**config.mk**
```make
export PLATFORM = sky130hd
export DESIGN_NAME = spi_txn_sequencer_flat
export DESIGN_NICKNAME = d
export VERILOG_FILES = /design/src/rtl/spi_txn_sequencer_if.sv /design/src/rtl/spi_txn_sequencer.sv /design/src/flat_wrapper.sv
export SDC_FILE = /design/constraint.sdc
export NUM_CORES = 1
export LEC_CHECK = 0
export CAP_MARGIN = 30
export CORE_MARGIN = 5
export CORE_UTILIZATION = 59
export CTS_CLUSTER_SIZE = 14
export DETAILED_ROUTE_END_ITERATION = 10
export GPL_ROUTABILITY_DRIVEN = 0
export MAX_ROUTING_LAYER = met4
export PLACE_DENSITY_LB_ADDON = 0.05
export SLEW_MARGIN = 40
export SYNTH_ARGS = -nofsm -noshare
export SYNTH_HDL_FRONTEND = slang
export SYNTH_SLANG_ARGS = --single-unit
```
**constraint.sdc**
```tcl
create_clock -name clk -period 4.2 [get_ports clk]
set_input_delay 0.42 -clock clk [delete_from_list [all_inputs] [get_ports clk]]
set_output_delay 0.42 -clock clk [all_outputs]
set_load 0.02 [all_outputs]
```
**src/rtl/spi_txn_sequencer_if.sv**
```systemverilog
// Host-side command/response handshake bundle for spi_txn_sequencer.
interface spi_txn_sequencer_if #(
    parameter int NBITS  = 8,
    parameter int NSLAVE = 4
);
    localparam int CSW = (NSLAVE > 1) ? $clog2(NSLAVE) : 1;

    logic             cmd_valid;
    logic             cmd_ready;
    logic [NBITS-1:0] cmd_data;
    logic [CSW-1:0]   cmd_cs;
    logic             rsp_valid;
    logic             rsp_ready;
    logic [NBITS-1:0] rsp_data;
    logic [CSW-1:0]   rsp_cs;

    modport master (
        output cmd_valid, cmd_data, cmd_cs, rsp_ready,
        input  cmd_ready, rsp_valid, rsp_data, rsp_cs
    );

    modport slave (
        input  cmd_valid, cmd_data, cmd_cs, rsp_ready,
        output cmd_ready, rsp_valid, rsp_data, rsp_cs
    );
endinterface

```
**src/rtl/spi_txn_sequencer.sv**
```systemverilog
// Command/response sequencer feeding an SPI master: command FIFO in,
// one transfer in flight, response FIFO out.
module spi_txn_sequencer #(
    parameter int  NBITS  = 8,
    parameter int  NSLAVE = 4,
    parameter int  DEPTH  = 4,
    localparam int CSW    = (NSLAVE > 1) ? $clog2(NSLAVE) : 1,
    localparam int AW     = $clog2(DEPTH)
) (
    input  logic             clk,
    input  logic             reset,
    spi_txn_sequencer_if.slave host,
    input  logic             spi_ready,
    input  logic             spi_done_tick,
    input  logic [NBITS-1:0] spi_rx_data,
    output logic             spi_start,
    output logic [NBITS-1:0] spi_tx_data,
    output logic [CSW-1:0]   spi_cs_num,
    output logic             busy,
    output logic [AW:0]      cmd_count,
    output logic [AW:0]      rsp_count,
    output logic             err_stray_done
);
    typedef enum logic [1:0] {IDLE, LAUNCH, WAIT} state_t;

    localparam logic [AW:0] PTR_ONE = 1;

    state_t state;

    logic [NBITS-1:0] cmd_mem_data [DEPTH];
    logic [CSW-1:0]   cmd_mem_cs   [DEPTH];
    logic [NBITS-1:0] rsp_mem_data [DEPTH];
    logic [CSW-1:0]   rsp_mem_cs   [DEPTH];

    logic [AW:0] cmd_wr, cmd_rd, rsp_wr, rsp_rd;
    logic        cmd_empty, cmd_full, rsp_empty, rsp_full;
    logic        cmd_push, rsp_push, rsp_pop, launch;

    // Pointers carry one wrap bit: equal means empty, wrap-only difference means full.
    assign cmd_empty = (cmd_wr == cmd_rd);
    assign cmd_full  = (cmd_wr == {~cmd_rd[AW], cmd_rd[AW-1:0]});
    assign rsp_empty = (rsp_wr == rsp_rd);
    assign rsp_full  = (rsp_wr == {~rsp_rd[AW], rsp_rd[AW-1:0]});
    assign cmd_count = cmd_wr - cmd_rd;
    assign rsp_count = rsp_wr - rsp_rd;

    assign host.cmd_ready = !cmd_full;
    assign host.rsp_valid = !rsp_empty;
    assign host.rsp_data  = rsp_empty ? '0 : rsp_mem_data[rsp_rd[AW-1:0]];
    assign host.rsp_cs    = rsp_empty ? '0 : rsp_mem_cs[rsp_rd[AW-1:0]];

    assign cmd_push = host.cmd_valid && !cmd_full;
    assign rsp_pop  = host.rsp_ready && !rsp_empty;
    assign rsp_push = (state == WAIT) && spi_done_tick;
    // A free response slot at launch guarantees the in-flight result fits.
    assign launch   = (state == IDLE) && !cmd_empty && spi_ready && !rsp_full;
    assign busy     = (state != IDLE) || !cmd_empty;

    always_ff @(posedge clk) begin
        if (cmd_push) begin
            cmd_mem_data[cmd_wr[AW-1:0]] <= host.cmd_data;
            cmd_mem_cs[cmd_wr[AW-1:0]]   <= host.cmd_cs;
        end
        if (rsp_push) begin
            rsp_mem_data[rsp_wr[AW-1:0]] <= spi_rx_data;
            rsp_mem_cs[rsp_wr[AW-1:0]]   <= spi_cs_num;
        end
    end

    always_ff @(posedge clk or posedge reset) begin
        if (reset) begin
            cmd_wr <= '0;
            cmd_rd <= '0;
            rsp_wr <= '0;
            rsp_rd <= '0;
        end else begin
            if (cmd_push) cmd_wr <= cmd_wr + PTR_ONE;
            if (launch)   cmd_rd <= cmd_rd + PTR_ONE;
            if (rsp_push) rsp_wr <= rsp_wr + PTR_ONE;
            if (rsp_pop)  rsp_rd <= rsp_rd + PTR_ONE;
        end
    end

    always_ff @(posedge clk or posedge reset) begin
        if (reset) begin
            state          <= IDLE;
            spi_start      <= 1'b0;
            spi_tx_data    <= '0;
            spi_cs_num     <= '0;
            err_stray_done <= 1'b0;
        end else begin
            spi_start <= 1'b0;
            if (spi_done_tick && state != WAIT) err_stray_done <= 1'b1;
            unique case (state)
                IDLE: begin
                    if (launch) begin
                        state       <= LAUNCH;
                        spi_start   <= 1'b1;
                        spi_tx_data <= cmd_mem_data[cmd_rd[AW-1:0]];
                        spi_cs_num  <= cmd_mem_cs[cmd_rd[AW-1:0]];
                    end
                end
                LAUNCH: state <= WAIT;
                WAIT: begin
                    if (spi_done_tick) state <= IDLE;
                end
                default: state <= IDLE;
            endcase
        end
    end
endmodule

```
**src/flat_wrapper.sv**
```systemverilog
// flat-port wrapper written by rule: the top's interface ports become plain ports
module spi_txn_sequencer_flat 
#(
    parameter int  NBITS  = 8,
    parameter int  NSLAVE = 4,
    parameter int  DEPTH  = 4,
    localparam int CSW    = (NSLAVE > 1) ? $clog2(NSLAVE) : 1,
    localparam int AW     = $clog2(DEPTH)
)
  (clk, reset, spi_ready, spi_done_tick, spi_rx_data, spi_start, spi_tx_data, spi_cs_num, busy, cmd_count, rsp_count, err_stray_done, host_cmd_valid, host_cmd_data, host_cmd_cs, host_rsp_ready, host_cmd_ready, host_rsp_valid, host_rsp_data, host_rsp_cs);
  spi_txn_sequencer_if #(.NBITS(NBITS), .NSLAVE(NSLAVE)) host_i ();
  input  logic clk;
  input  logic reset;
  input  logic spi_ready;
  input  logic spi_done_tick;
  input  logic [NBITS-1:0] spi_rx_data;
  output logic spi_start;
  output logic [NBITS-1:0] spi_tx_data;
  output logic [CSW-1:0] spi_cs_num;
  output logic busy;
  output logic [AW:0] cmd_count;
  output logic [AW:0] rsp_count;
  output logic err_stray_done;
  input wire logic [$bits(host_i.cmd_valid)-1:0] host_cmd_valid;
  input wire logic [$bits(host_i.cmd_data)-1:0] host_cmd_data;
  input wire logic [$bits(host_i.cmd_cs)-1:0] host_cmd_cs;
  input wire logic [$bits(host_i.rsp_ready)-1:0] host_rsp_ready;
  output wire logic [$bits(host_i.cmd_ready)-1:0] host_cmd_ready;
  output wire logic [$bits(host_i.rsp_valid)-1:0] host_rsp_valid;
  output wire logic [$bits(host_i.rsp_data)-1:0] host_rsp_data;
  output wire logic [$bits(host_i.rsp_cs)-1:0] host_rsp_cs;
  assign host_i.cmd_valid = host_cmd_valid;
  assign host_i.cmd_data = host_cmd_data;
  assign host_i.cmd_cs = host_cmd_cs;
  assign host_i.rsp_ready = host_rsp_ready;
  assign host_cmd_ready = host_i.cmd_ready;
  assign host_rsp_valid = host_i.rsp_valid;
  assign host_rsp_data = host_i.rsp_data;
  assign host_rsp_cs = host_i.rsp_cs;
  spi_txn_sequencer #(.NBITS(NBITS), .NSLAVE(NSLAVE), .DEPTH(DEPTH)) u_core (.clk(clk), .reset(reset), .host(host_i), .spi_ready(spi_ready), .spi_done_tick(spi_done_tick), .spi_rx_data(spi_rx_data), .spi_start(spi_start), .spi_tx_data(spi_tx_data), .spi_cs_num(spi_cs_num), .busy(busy), .cmd_count(cmd_count), .rsp_count(rsp_count), .err_stray_done(err_stray_done));
endmodule
```
==> results of run 1 <==
[critical path: stages, from the launching register on]
cell	delay (ps)
dfrtp_1	740
inv_1	100
ha_1	300
nand2_1	130
nor2_1	580
nor2b_1	120
clkdlybuf4s50_1	570
[registers in the layout, indices dropped and copies added (netlist names), 3 cells and up]
name	flops
u_core.cmd_mem_data	32
u_core.rsp_mem_data	32
u_core.cmd_mem_cs	8
u_core.rsp_mem_cs	8
u_core.spi_tx_data	8
u_core.cmd_rd	3
u_core.cmd_wr	3
u_core.rsp_rd	3
u_core.rsp_wr	3
[power groups by stage]
stage	Clock, W	Combinational [W]	Sequential, W
after floorplan	0	0.00120	0.00160
after detailed placement	0	0.00195	0.00160
after global routing	0.000633	0.00207	0.00160
final	0.000568	0.00191	0.00157
after CTS	0.000579	0.00195	0.00158
after global placement	0	0.00189	0.00159
[placed cells by master, fill, tap and decap left out, drive strengths merged, types with 2 or more instances in the layout]
| master | instances |
|---|---|
| and2 | 7 |
| buf | 2 |
| clkbuf | 10 |
| clkdlybuf4s50 | 54 |
| clkinvlp | 2 |
| dfrtp | 26 |
| edfxtp | 80 |
| fa | 2 |
| ha | 14 |
| inv | 20 |
| mux2 | 13 |
| mux4 | 20 |
| nand2 | 3 |
| nand2b | 2 |
| nor2b | 10 |
| o21ai | 3 |
| o221ai | 2 |
| xnor2 | 9 |
| xor2 | 4 |
[cell families after synthesis]
group	after synthesis	synth area share (%)
flops	106	70.1
mux	33	14.3
simple gates	28	3.96
buf+inv	24	2.30
fa+ha+maj	16	4.94
xor+xnor	13	2.79
compound gates	9	1.61
[cell type report]
class / instances / area [um2] / area share [%]
tap: 99 / 124 / 2.39
sequential: 106 / 3050 / 58.9
multi-input combinational: 99 / 1210 / 23.4
timing repair buffer: 56 / 556 / 10.7
clock inverter: 6 / 50.0 / 0.965
clock buffer: 10 / 128 / 2.46
inverter: 17 / 63.8 / 1.23
[worst min-delay path by stage]
stage                                              to
global placement    u_core.err_stray_done$_DFFE_PP0P_
CTS                 u_core.spi_tx_data[7]$_DFFE_PP0P_
detailed placement  u_core.err_stray_done$_DFFE_PP0P_
finish               u_core.spi_cs_num[0]$_DFFE_PP0P_
global route         u_core.spi_cs_num[0]$_DFFE_PP0P_
floorplan                u_core.cmd_rd[0]$_DFFE_PP0P_
[per-layer routing]
layer	GRT usage (%)	share of wire (%)	vias up
met5	-	0	-
met4	6.75	1.5	0
met3	2.81	3.4	9
met2	28.4	52	45
met1	21.7	43	1057
li1	-	-	976
[per-stage QoR]
step | worst slack, ps | util (%) | total power (W) | instance area, um2
global placement | 1320 | 69.3 | 0.00347 | 5000
detailed placement | 1220 | 69.4 | 0.00354 | 5010
floorplan | 1960 | - | 0.00279 | 4360
CTS | 817 | 71.9 | 0.00411 | 5190
finish | 879 | 71.9 | 0.00405 | 5190
global route | 624 | 71.9 | 0.00431 | 5190
==> impl_metrics.toml, run 1 <==
[synth]
synth_cells = 229
ys_ff_latch = 106
yosys-top-cells-count = "edfxtp_1, dfrtp_1, mux4_2"
avgSynthCellArea_um2 = 19.0
async_reset_ff_share_pct = 24.5
synth_edf_count = 80
yosys_warnings = 0
yosysTopAreaCell = "edfxtp_1"
synth.distinct_cells = 32
synth.most_common_cell = "edfxtp_1"
synth_area_leaders = "edfxtp_1, dfrtp_1, mux4_2, ha_1, mux2_4"
syn-cell-area_um2 = 4360
yosysSeqAreaShare_pct = 70.1
synth_top_cell_area_share_pct = 55.2
synth_top_flop_cell = "edfxtp_1"
synth_nets = 269

[clocking]
numCtsBuffers = 9
clk_pin_slew_worst_paths_ps = 100
clk_latency_ps = 360
cts_hold_buf = 0
clock_path_buffers = 2
cts.sinks = 106
cts.repair.resized = 0
post_cts.repair.setup_buffers = 0
root_buffer = "clkbuf_8"
cts.htree.levels = 3
cts_tree = "done"

[pwr]
clock_power_share_pct = 14.0
pwr-share-comb_pct = 47.2
p_sw_w = 0.00146
intPower_w = 0.00259
p_per_area_nw_per_um2 = 781
switching_share_pct = 36.0
p_leak_nw = 1.89
ir_worst_vdd_mv = 0.372
power_frac_seq_pct = 38.8

[finish]
nFillCells = 447
stdcell_count = 393
syn_to_final_growth_pct = 19.1
drive_above_1_share_pct = 18.0
nets = 329
n_antenna_cell = 0

[route]
num_vias = 2087
wl_per_cell_um = 17.8
wl_mm = 7.00
antenna_left = 0
via_per_inst = 5.31
drc = 0
dr.pass1.iters = 4
drt_iter0_drc = 71

[setup_path]
cp_max_fo = 14
startpoint = "u_core.rsp_rd[1]$_DFFE_PP0P_"
crit_path_end = "host_rsp_data[0]"
reg2reg_slack_ps = 1690
crit_path_end_kind = "primary output"
path_class = "register to primary output"
required_ps = 3780
cp.arrival_ps = 2900
rr_worst_depth = 4
r2r_start = "u_core.cmd_rd[1]$_DFFE_PP0P_"
start_kind = "register"
r2r_end = "u_core.cmd_mem_data[0][6]$_DFFE_PP_"

[sta]
whs_ps = 427
max_freq_mhz = 301
tightest_slew_ps = 706
drv_slew = 0
rsz0062_at_grt = "false"
clock_skew_ps = 13.1
tns_ps = 0
setup_viol = 0
relSlewSlack_pct = 52.7
report.final.hold_viol_count = 0
period_minus_slack_ps = 3320
post-route-period-util_pct = 79.1

[worst_hold_path]
hp-class = "input port to asynchronous set/reset pin"

[grt]
grt-ovfl-total = 0
grt_pass1_wl_mm = 11.0
grt_pass1_vias = 2105
grt_use_total_pct = 17.2
antenna_found_initial = 0
grt_max_degree = 27

[job]
maxCapViolCount = 0

[floorplan]
coreArea_um2 = 7210
die_y_um = 95.9
start_util_pct = 60.4
dieArea_um2 = 9200
rows = 31
die_w_um = 95.9
ioPinCount = 55

[place]
dp.cells = 377
port_buffers = 54
dp_hpwl_mm = 4.80

[status]
run_status = "finished, final reports clean"
Power figures use the tool's default switching activity.
==> run 2, diff against run 1 <==
- CORE_UTILIZATION: 59 -> 49
- clock period: 4.2 -> 3 ns (I/O delays scaled with it)
==> impl_metrics.toml, run 2 (synthesized netlist as in run 1, its figures left out) <==
[status]
run_status = "finished, final reports clean"

[pwr]
total_power_w = 0.00572
ir_worst_vdd_mv = 0.569
p_per_area_nw_per_um2 = 1090
p_leak_nw = 1.92

[sta]
tightest_slew_ps = 636
tns_ps = 0
relSlewSlack_pct = 57.6
max_freq_mhz = 383
report.final.hold_viol_count = 0
clock_skew_ps = 10.6
rsz0062_at_grt = "false"
setup_viol = 0
period_minus_slack_ps = 2610
worst_slack_ps = 387
whs_ps = 345
post-route-period-util_pct = 87.1
drv_slew = 0

[grt]
antenna_found_initial = 0
grt_max_degree = 27
grt_use_total_pct = 14.1
grt_pass1_vias = 2229
grt_pass1_wl_mm = 11.7
grt-ovfl-total = 0

[finish]
nFillCells = 695
multiInputGateArea_um2 = 1200
final_cell_mix = "edfxtp_1, clkdlybuf4s50_1, dfrtp_1, mux4_2, inv_1"
mostFrequentLayoutCell = "edfxtp_1"
nets = 333
syn_to_final_growth_pct = 20.4
register_area_um2 = 3050
n_antenna_cell = 0
stdcell_count = 406
drive_above_1_share_pct = 18.5

[setup_path]
r2r_end = "u_core.spi_tx_data[7]$_DFFE_PP0P_"
reg2reg_slack_ps = 760
cp_max_fo = 11
crit_path_end_kind = "primary output"
required_ps = 2700
path_class = "register to primary output"
rr_worst_depth = 6
cp.arrival_ps = 2310
start_kind = "register"
r2r_start = "u_core.cmd_wr[0]$_DFFE_PP0P_"

[route]
via_per_inst = 5.10
route.met2.wl_mm = 3.76
num_vias = 2070
drt_iter0_drc = 46
top_layer_used = "met4"
wl_met3_um = 243
antenna_left = 0
drc = 0
dr.pass1.iters = 4
met1_length_mm = 2.96
wl_per_cell_um = 17.3
wl_mm = 7.01

[floorplan]
ioPinCount = 55
dieArea_um2 = 10900
coreArea_um2 = 8680
start_util_pct = 50.2
die_w_um = 104
rows = 34
die_y_um = 104

[clocking]
cts_hold_buf = 0
cts.htree.levels = 3
cts.repair.resized = 0
clk_pin_slew_worst_paths_ps = 90
cts.sinks = 106
post_cts.repair.setup_buffers = 0
numCtsBuffers = 9
clock_path_buffers = 2
clk_latency_ps = 350
root_buffer = "clkbuf_8"
cts_tree = "done"

[job]
maxCapViolCount = 0

[worst_hold_path]
hp-class = "input port to asynchronous set/reset pin"

[place]
dp_hpwl_mm = 4.86
dp.cells = 390
port_buffers = 54
pre_cts_ws_ps = 478
-- run 2: cell types whose count changed in the layout (fill, tap and decap cells not counted), moves of 2 or more --
cell,previous run,this run
clkbuf_1,1,3
buf_4,2,6
inv_6,3,0
clkbuf_8,9,11
-- run 2: final cells by class --
class	instances	share of cell area (%)
clock buffer	14	3.10
clock inverter	2	0.716
inverter	17	1.22
multi-input combinational	99	23.0
sequential	106	58.2
tap	108	2.58
timing repair buffer	60	11.2
-- run 2: critical path, cell delays in order (launching register included) --
cell,delay (ps)
dfrtp_1,380
inv_1,100
ha_1,300
nand2_1,130
nor2_2,400
nor2b_1,90
clkdlybuf4s50_1,560
-- run 2: through the flow --
stage / utilization (%) / cell area (um2)
floorplan: - / 4360
global placement: 58.1 / 5040
detailed placement: 58.1 / 5040
CTS: 60.4 / 5240
global route: 60.4 / 5240
finish: 60.4 / 5240
-- run 2: power breakdown --
part	internal (W)	switching (W)	total (W)	leakage (nW)
combinational	0.00138	0.00136	0.00274	0.795
sequential	0.00196	0.000170	0.00213	1.03
clock	0.000433	0.000422	0.000856	0.0969
total	0.00377	0.00195	0.00572	1.92
-- run 2: per-layer routing --
metal	GRT usage (%)	vias up
met5	-	-
met4	2.78	0
met3	4.22	6
met2	24.1	38
met1	16.7	1045
li1	-	981
-- run 2: worst max-delay path by stage --
stage	startpoint	end	slack [ps]	cells after the start
floorplan	u_core.cmd_rd[1]$_DFFE_PP0P_	u_core.cmd_mem_cs[0][0]$_DFFE_PP_	800	5
global placement	u_core.rsp_wr[0]$_DFFE_PP0P_	host_rsp_data[1]	530	6
detailed placement	u_core.rsp_wr[0]$_DFFE_PP0P_	host_rsp_data[1]	480	6
CTS	u_core.rsp_wr[0]$_DFFE_PP0P_	host_rsp_data[1]	80	6
global route	u_core.rsp_wr[0]$_DFFE_PP0P_	host_rsp_cs[0]	120	6
finish	u_core.rsp_wr[0]$_DFFE_PP0P_	host_rsp_data[1]	390	6
==> RTL edit 1, RTL diff (settings of run 2) <==
`NSLAVE` is set to 4 in 3 places; all go to 8.
--- a/src/rtl/spi_txn_sequencer_if.sv
+++ b/src/rtl/spi_txn_sequencer_if.sv
@@ -1,7 +1,7 @@
 // Host-side command/response handshake bundle for spi_txn_sequencer.
 interface spi_txn_sequencer_if #(
     parameter int NBITS  = 8,
-    parameter int NSLAVE = 4
+    parameter int NSLAVE = 8
 );
     localparam int CSW = (NSLAVE > 1) ? $clog2(NSLAVE) : 1;
 
--- a/src/rtl/spi_txn_sequencer.sv
+++ b/src/rtl/spi_txn_sequencer.sv
@@ -2,7 +2,7 @@
 // one transfer in flight, response FIFO out.
 module spi_txn_sequencer #(
     parameter int  NBITS  = 8,
-    parameter int  NSLAVE = 4,
+    parameter int  NSLAVE = 8,
     parameter int  DEPTH  = 4,
     localparam int CSW    = (NSLAVE > 1) ? $clog2(NSLAVE) : 1,
     localparam int AW     = $clog2(DEPTH)
--- a/src/flat_wrapper.sv
+++ b/src/flat_wrapper.sv
@@ -2,7 +2,7 @@
 module spi_txn_sequencer_flat 
 #(
     parameter int  NBITS  = 8,
-    parameter int  NSLAVE = 4,
+    parameter int  NSLAVE = 8,
     parameter int  DEPTH  = 4,
     localparam int CSW    = (NSLAVE > 1) ? $clog2(NSLAVE) : 1,
     localparam int AW     = $clog2(DEPTH)
Ports: changed (resized host_cmd_cs, host_rsp_cs and spi_cs_num); port bits go from 55 to 58. No check against the original RTL was run, so the function may have changed too.
==> RTL edit 1 against run 2 <==
Fmax decreased by 6.9%. Clock power rose by 140%. Count of clock-buffer cells in the layout is 4 higher. Largest power group unchanged. Area after synthesis is 7.5% higher. First-iteration DRC count up 28%. Final cell count rose by 13%. Wire length rose by 10%. Highest routed layer unchanged. Sequential cell count up 9. Largest cell class unchanged. Design area is 15% higher. Setup slack worse by 0.19 ns. Power up 26%. Critical endpoint is now host_rsp_data[4]. Non-clock buffer count grew 3. Critical path depth unchanged.
==> RTL edit 1: results (changes against run 2) <==
* Non-filler instance count after layout at 459 (+13%)
* Synth warnings at 0 (unchanged)
* CTS Buf Count at 17 (+8)
* Via count at 2264 (+9.4%)
* Max IR drop VDD at 544.0 uV (-4.5%)
* Slowest stage delay, CP at 0.55 ns
* Setup crit end: host_rsp_data[4]
* Synth Area in XOR/XNOR at 2.592% (-0.20 points)
* I/O Buffers at 57 (+5.6%)
* Total chip power at 7230 uW (+26%)
* Final nets at 358 (+7.5%)
* Crit path max-delay cell type: clkdlybuf4s50_1
* Async set-or-reset flop fraction in the synthesized netlist at 23.48% (-1.1 points)
* # fillers at 671 (-3.5%)
* P_clk at 2030 uW (+140%)
* # placed instances at 427 (+9.5%)
* CTS max path bufs at 2 (unchanged)
* Vias in the first global route at 2429 (+9.0%)
* TritonRoute pass-1 iters at 4 (unchanged)
* Mux cell area share after synthesis at 14.51% (+0.20 points)
* First DRT Iteration DRCs at 59 (+28%)
* EDFF count, synth at 88 (+10%)
* Rel. slew slack at 57.29% (-0.33 points)
* Synth Instances at 242 (+5.7%)
* Worst skew pair latency at 0.51 ns (+0.16 ns)
* Hold WS at 0.1644 ns (-0.1809 ns)
* Int Power at 4923 uW (+31%)
* Adder-cell share of the synthesized area at 4.595% (-0.35 points)
* Synth unique cells at 32 (unchanged)
* Worst-path fanout max at 12 (+1)
* R2R Setup Slk at 0.81 ns (+0.05 ns)
* Worst r2r dst: u_core.cmd_mem_data[0][1]
* Largest net degree at the start of global routing at 28 (+3.7%)
* Combinational power at 2880 uW (+5%)
* Syn_nets at 283 (+5.2%)
* Total GRT Usage at 15.16% (+1.0 points)
* Skew final at 0.008761 ns (-0.001861 ns)
* Clock transition at the registers of the reported paths at 0.06 ns (-0.03 ns)
* Arrival time at the worst endpoint at 2.51 ns (+0.20 ns)
* Share of cells above drive strength 1 at 23.03% (+4.6 points)
* Leak at 0.002230 uW (+16%)
* Commonest cells post-synth: 88 x edfxtp_1, 27 x dfrtp_1, 22 x mux4_2
* Synth Area in Compound Gates at 1.496% (-0.11 points)
* DP Worst Slack at 0.4391 ns (-0.03852 ns)
* Synth area leaders: edfxtp_1 56%, dfrtp_1 14%, mux4_2 11%, ha_1 3.7%, mux2_4 2.2%
* Top_reg_cell synth: edfxtp_1
* Sequential area share after synthesis at 70.85% (+0.76 points)
* CTS H-tree lvls at 4 (+1)
* Outcome: completed
* Crit path from: u_core.rsp_wr[0]
* First-pass GRT wire length at 12.50 mm (+7.0%)
* Placed inst area at 5424 um2 (+7.6%)
* Routed WL per cell at 16.88 um (-2.3%)
* FF-to-FF Start: u_core.cmd_wr[0]
* Worst-case reg-to-reg path depth at 4 (-2)
* Detailed Place HPWL at 4.922 mm (+1.2%)
-- RTL edit 1: tightest hold or removal path, delay by kind of cell --
family	cells	cell delay (ns)
buffers and inverters	3	0.78
-- RTL edit 1: per-layer routing --
metal	track usage (%)	wire length (um)	up-vias
met1	16.91	3303	1141
met5	-	0	-
met2	25.22	4083	43
met3	5.279	281	8
li1	-	-	1072
met4	5.681	82	0
-- RTL edit 1: repair_timing --
action | CTS | global route
buffers inserted | 0 | 0
endpoints found under the setup margin | 12 | 0
resized for setup | 1 | 0
hold buffers | 0 | 0
-- RTL edit 1: cell type report --
class                   count  area, um2  share of cell area (%)
repair buffers             63      615.6                   10.21
well taps                 129      161.4                   2.676
flip-flops and latches    115       3318                   55.01
clock buffers              18      417.9                   6.928
inverters                  17      63.81                   1.058
multi-input cells         103       1267                   21.01
clock inverters            14      187.7                   3.111
==> RTL edit 2, RTL diff (config.mk and constraints of run 2) <==
Without the edit above. Make the reset (`reset`) synchronous in 2 clocked blocks.
--- a/src/rtl/spi_txn_sequencer.sv
+++ b/src/rtl/spi_txn_sequencer.sv
@@ -67,7 +67,7 @@
         end
     end
 
-    always_ff @(posedge clk or posedge reset) begin
+    always_ff @(posedge clk) begin
         if (reset) begin
             cmd_wr <= '0;
             cmd_rd <= '0;
@@ -81,7 +81,7 @@
         end
     end
 
-    always_ff @(posedge clk or posedge reset) begin
+    always_ff @(posedge clk) begin
         if (reset) begin
             state          <= IDLE;
             spi_start      <= 1'b0;
Formal check against the unedited RTL: differs if reset is asserted again (counterexample within 4 cycles, from zero or initial values and one cycle with reset high); with reset held inactive, the same outputs for 10 cycles.
==> RTL edit 2 against run 2 <==
Register-to-register slack gained 0.11 ns. Core utilization fell by 0.75 points. Wire length down 0.54%. Design area shrank 1.7%. Area after synthesis shrank 1.1%. Count of clock-buffer cells in the layout shrank 4. Sequential cell count grew 2. Setup slack worse by 0.054 ns. Fmax fell by 2.0%. Hold slack better by 0.13 ns. Global-route usage increased by 0.059 points.
Power is not compared: it rests on default switching activity, and its combinational part moved more than twofold at a synthesized area within 25%.
==> RTL edit 2: results (changes against run 2) <==
* Met3 WL at 269 um (+11%)
* Skew final at 0.01360 ns (+0.002978 ns)
* Met3 Use GR at 4.291% (+0.070 points)
* WL met1 at 2.988 mm (+1.1%)
* First DRT Iteration DRCs at 80 (+74%)
* # fillers at 678 (-2.4%)
* Arrival time at the worst endpoint at 2.37 ns (+0.06 ns)
* Commonest cells post-synth: 80 x edfxtp_1, 30 x nor2_1, 28 x dfxtp_1
* Adder-cell share of the synthesized area at 4.996% (+0.055 points)
* Synth unique cells at 29 (-9.4%)
* ANT cells at 0 (unchanged)
* Synth area leaders: edfxtp_1 56%, dfxtp_1 13%, mux4_2 10%, ha_1 4.1%, mux2i_1 3.0%
* Outcome: completed
* Cts-stage hold buffer count at 0 (unchanged)
* Grt met1 use at 16.72% (-0.021 points)
* Worst skew pair latency at roughly 0.36 ns
* Worst-path fanout max at 6 (-5)
* Synth Area in Compound Gates at 1.394% (-0.21 points)
* Largest net degree at the start of global routing at 20 (-26%)
* Share of cells above drive strength 1 at 12.62% (-5.8 points)
* Placed inst area at 4966 um2 (-1.5%)
* Routed WL per cell at 16.11 um (-6.7%)
* Largest family of logic cells by synthesized area: multiplexers
* Sequential area share after synthesis at 68.78% (-1.3 points)
* TritonRoute pass-1 iters at 4 (unchanged)
* Leak at approximately 0.0018 uW
* Antenna violations before repair at 0 (unchanged)
* Hold WC Path Type: reg -> reg
* Syn_nets at 301 (+12%)
* Crit path max-delay cell type: dfxtp_1
* Top layer in use: met4
* GR Util met2 at 23.72% (-0.39 points)
* Vias in the first global route at 2297 (+3.1%)
* Detailed Place HPWL at 4.821 mm (-0.90%)
* Mux cell area share after synthesis at 13.48% (-0.83 points)
* First-pass GRT wire length at 11.78 mm (+0.89%)
* Slowest stage delay, CP at 0.58 ns (+0.02 ns)
* Async set-or-reset flop fraction in the synthesized netlist at 0% (-25 points)
* Met2 wire len at 3.626 mm (-3.6%)
* Worst-Margin Slew at 0.7222 ns (+0.08644 ns)
* CTS H-tree lvls at 3 (unchanged)
* Via count at 2199 (+6.2%)
* EDFF count, synth at 80 (unchanged)
* Total GRT Usage at 14.19% (+0.059 points)
* Final nets at 360 (+8.1%)
* CTS max path bufs at 2 (unchanged)
* Synth Area in XOR/XNOR at 2.033% (-0.75 points)
==> RTL edit 2: cell types whose count changed after synthesis, sizes merged, moves of 2 or more <==
cell / change
and2: +3
mux2: -13
o221ai: -2
mux2i: +13
xnor2: -4
dfrtp: -26
clkbuf: +3
inv: -4
dfxtp: +28
nor2: +29
a21oi: +4
==> RTL edit 2: power breakdown <==
group          switching (uW)  internal (uW)
Clock                     480            333
Sequential               44.1           1680
Combinational             298            319
==> RTL edit 2: final timing paths <==
check | from | to | slack [ns] | cells past startpoint
hold / removal | u_core.err_stray_done | u_core.err_stray_done | 0.48 | 2
setup / recovery | register | host_rsp_data[5] | 0.33 | 4
hold reg to reg | u_core.err_stray_done | u_core.err_stray_done | 0.48 | 2
setup reg to reg | u_core.cmd_wr[0] | u_core.cmd_rd[2] | 0.87 | 7
==> RTL edit 2: cell type report <==
type / count / area share, %
tap: 108 / 2.623
inverter: 13 / 0.9471
multi-input combinational: 129 / 24.14
timing repair buffer: 59 / 11.22
clock inverter: 6 / 0.8985
clock buffer: 10 / 2.671
sequential: 108 / 57.50
==> RTL edit 2: per-stage QoR <==
stage          total power (uW)  cells  worst slack (ns)  utilization (%)
2_1_floorplan              2152    261            0.7719                -
6_report                   3156    433            0.3334            59.66
4_1_cts                    3207    433            0.1387            59.63
3_3_place_gp               2384    417            0.6015            57.51
3_5_place_dp               2391    417            0.5392            57.51
5_1_grt                    3326    433            0.1547            59.66
==> RTL edit 2: worst reg2reg max path: stages, from the launching register on <==
cell and delay, ns:
dfxtp_1 0.42, inv_1 0.11, ha_1 0.32, and2_1 0.20, a221o_1 0.33, buf_4 0.22
or3_1 0.32, a21oi_1 0.13
==> RTL edit 2: what timing repair did <==
action / 4_1_cts / 5_1_grt
setup endpoints to repair: 0 / 11
setup buffers: 0 / 0
resized for setup: 0 / 1
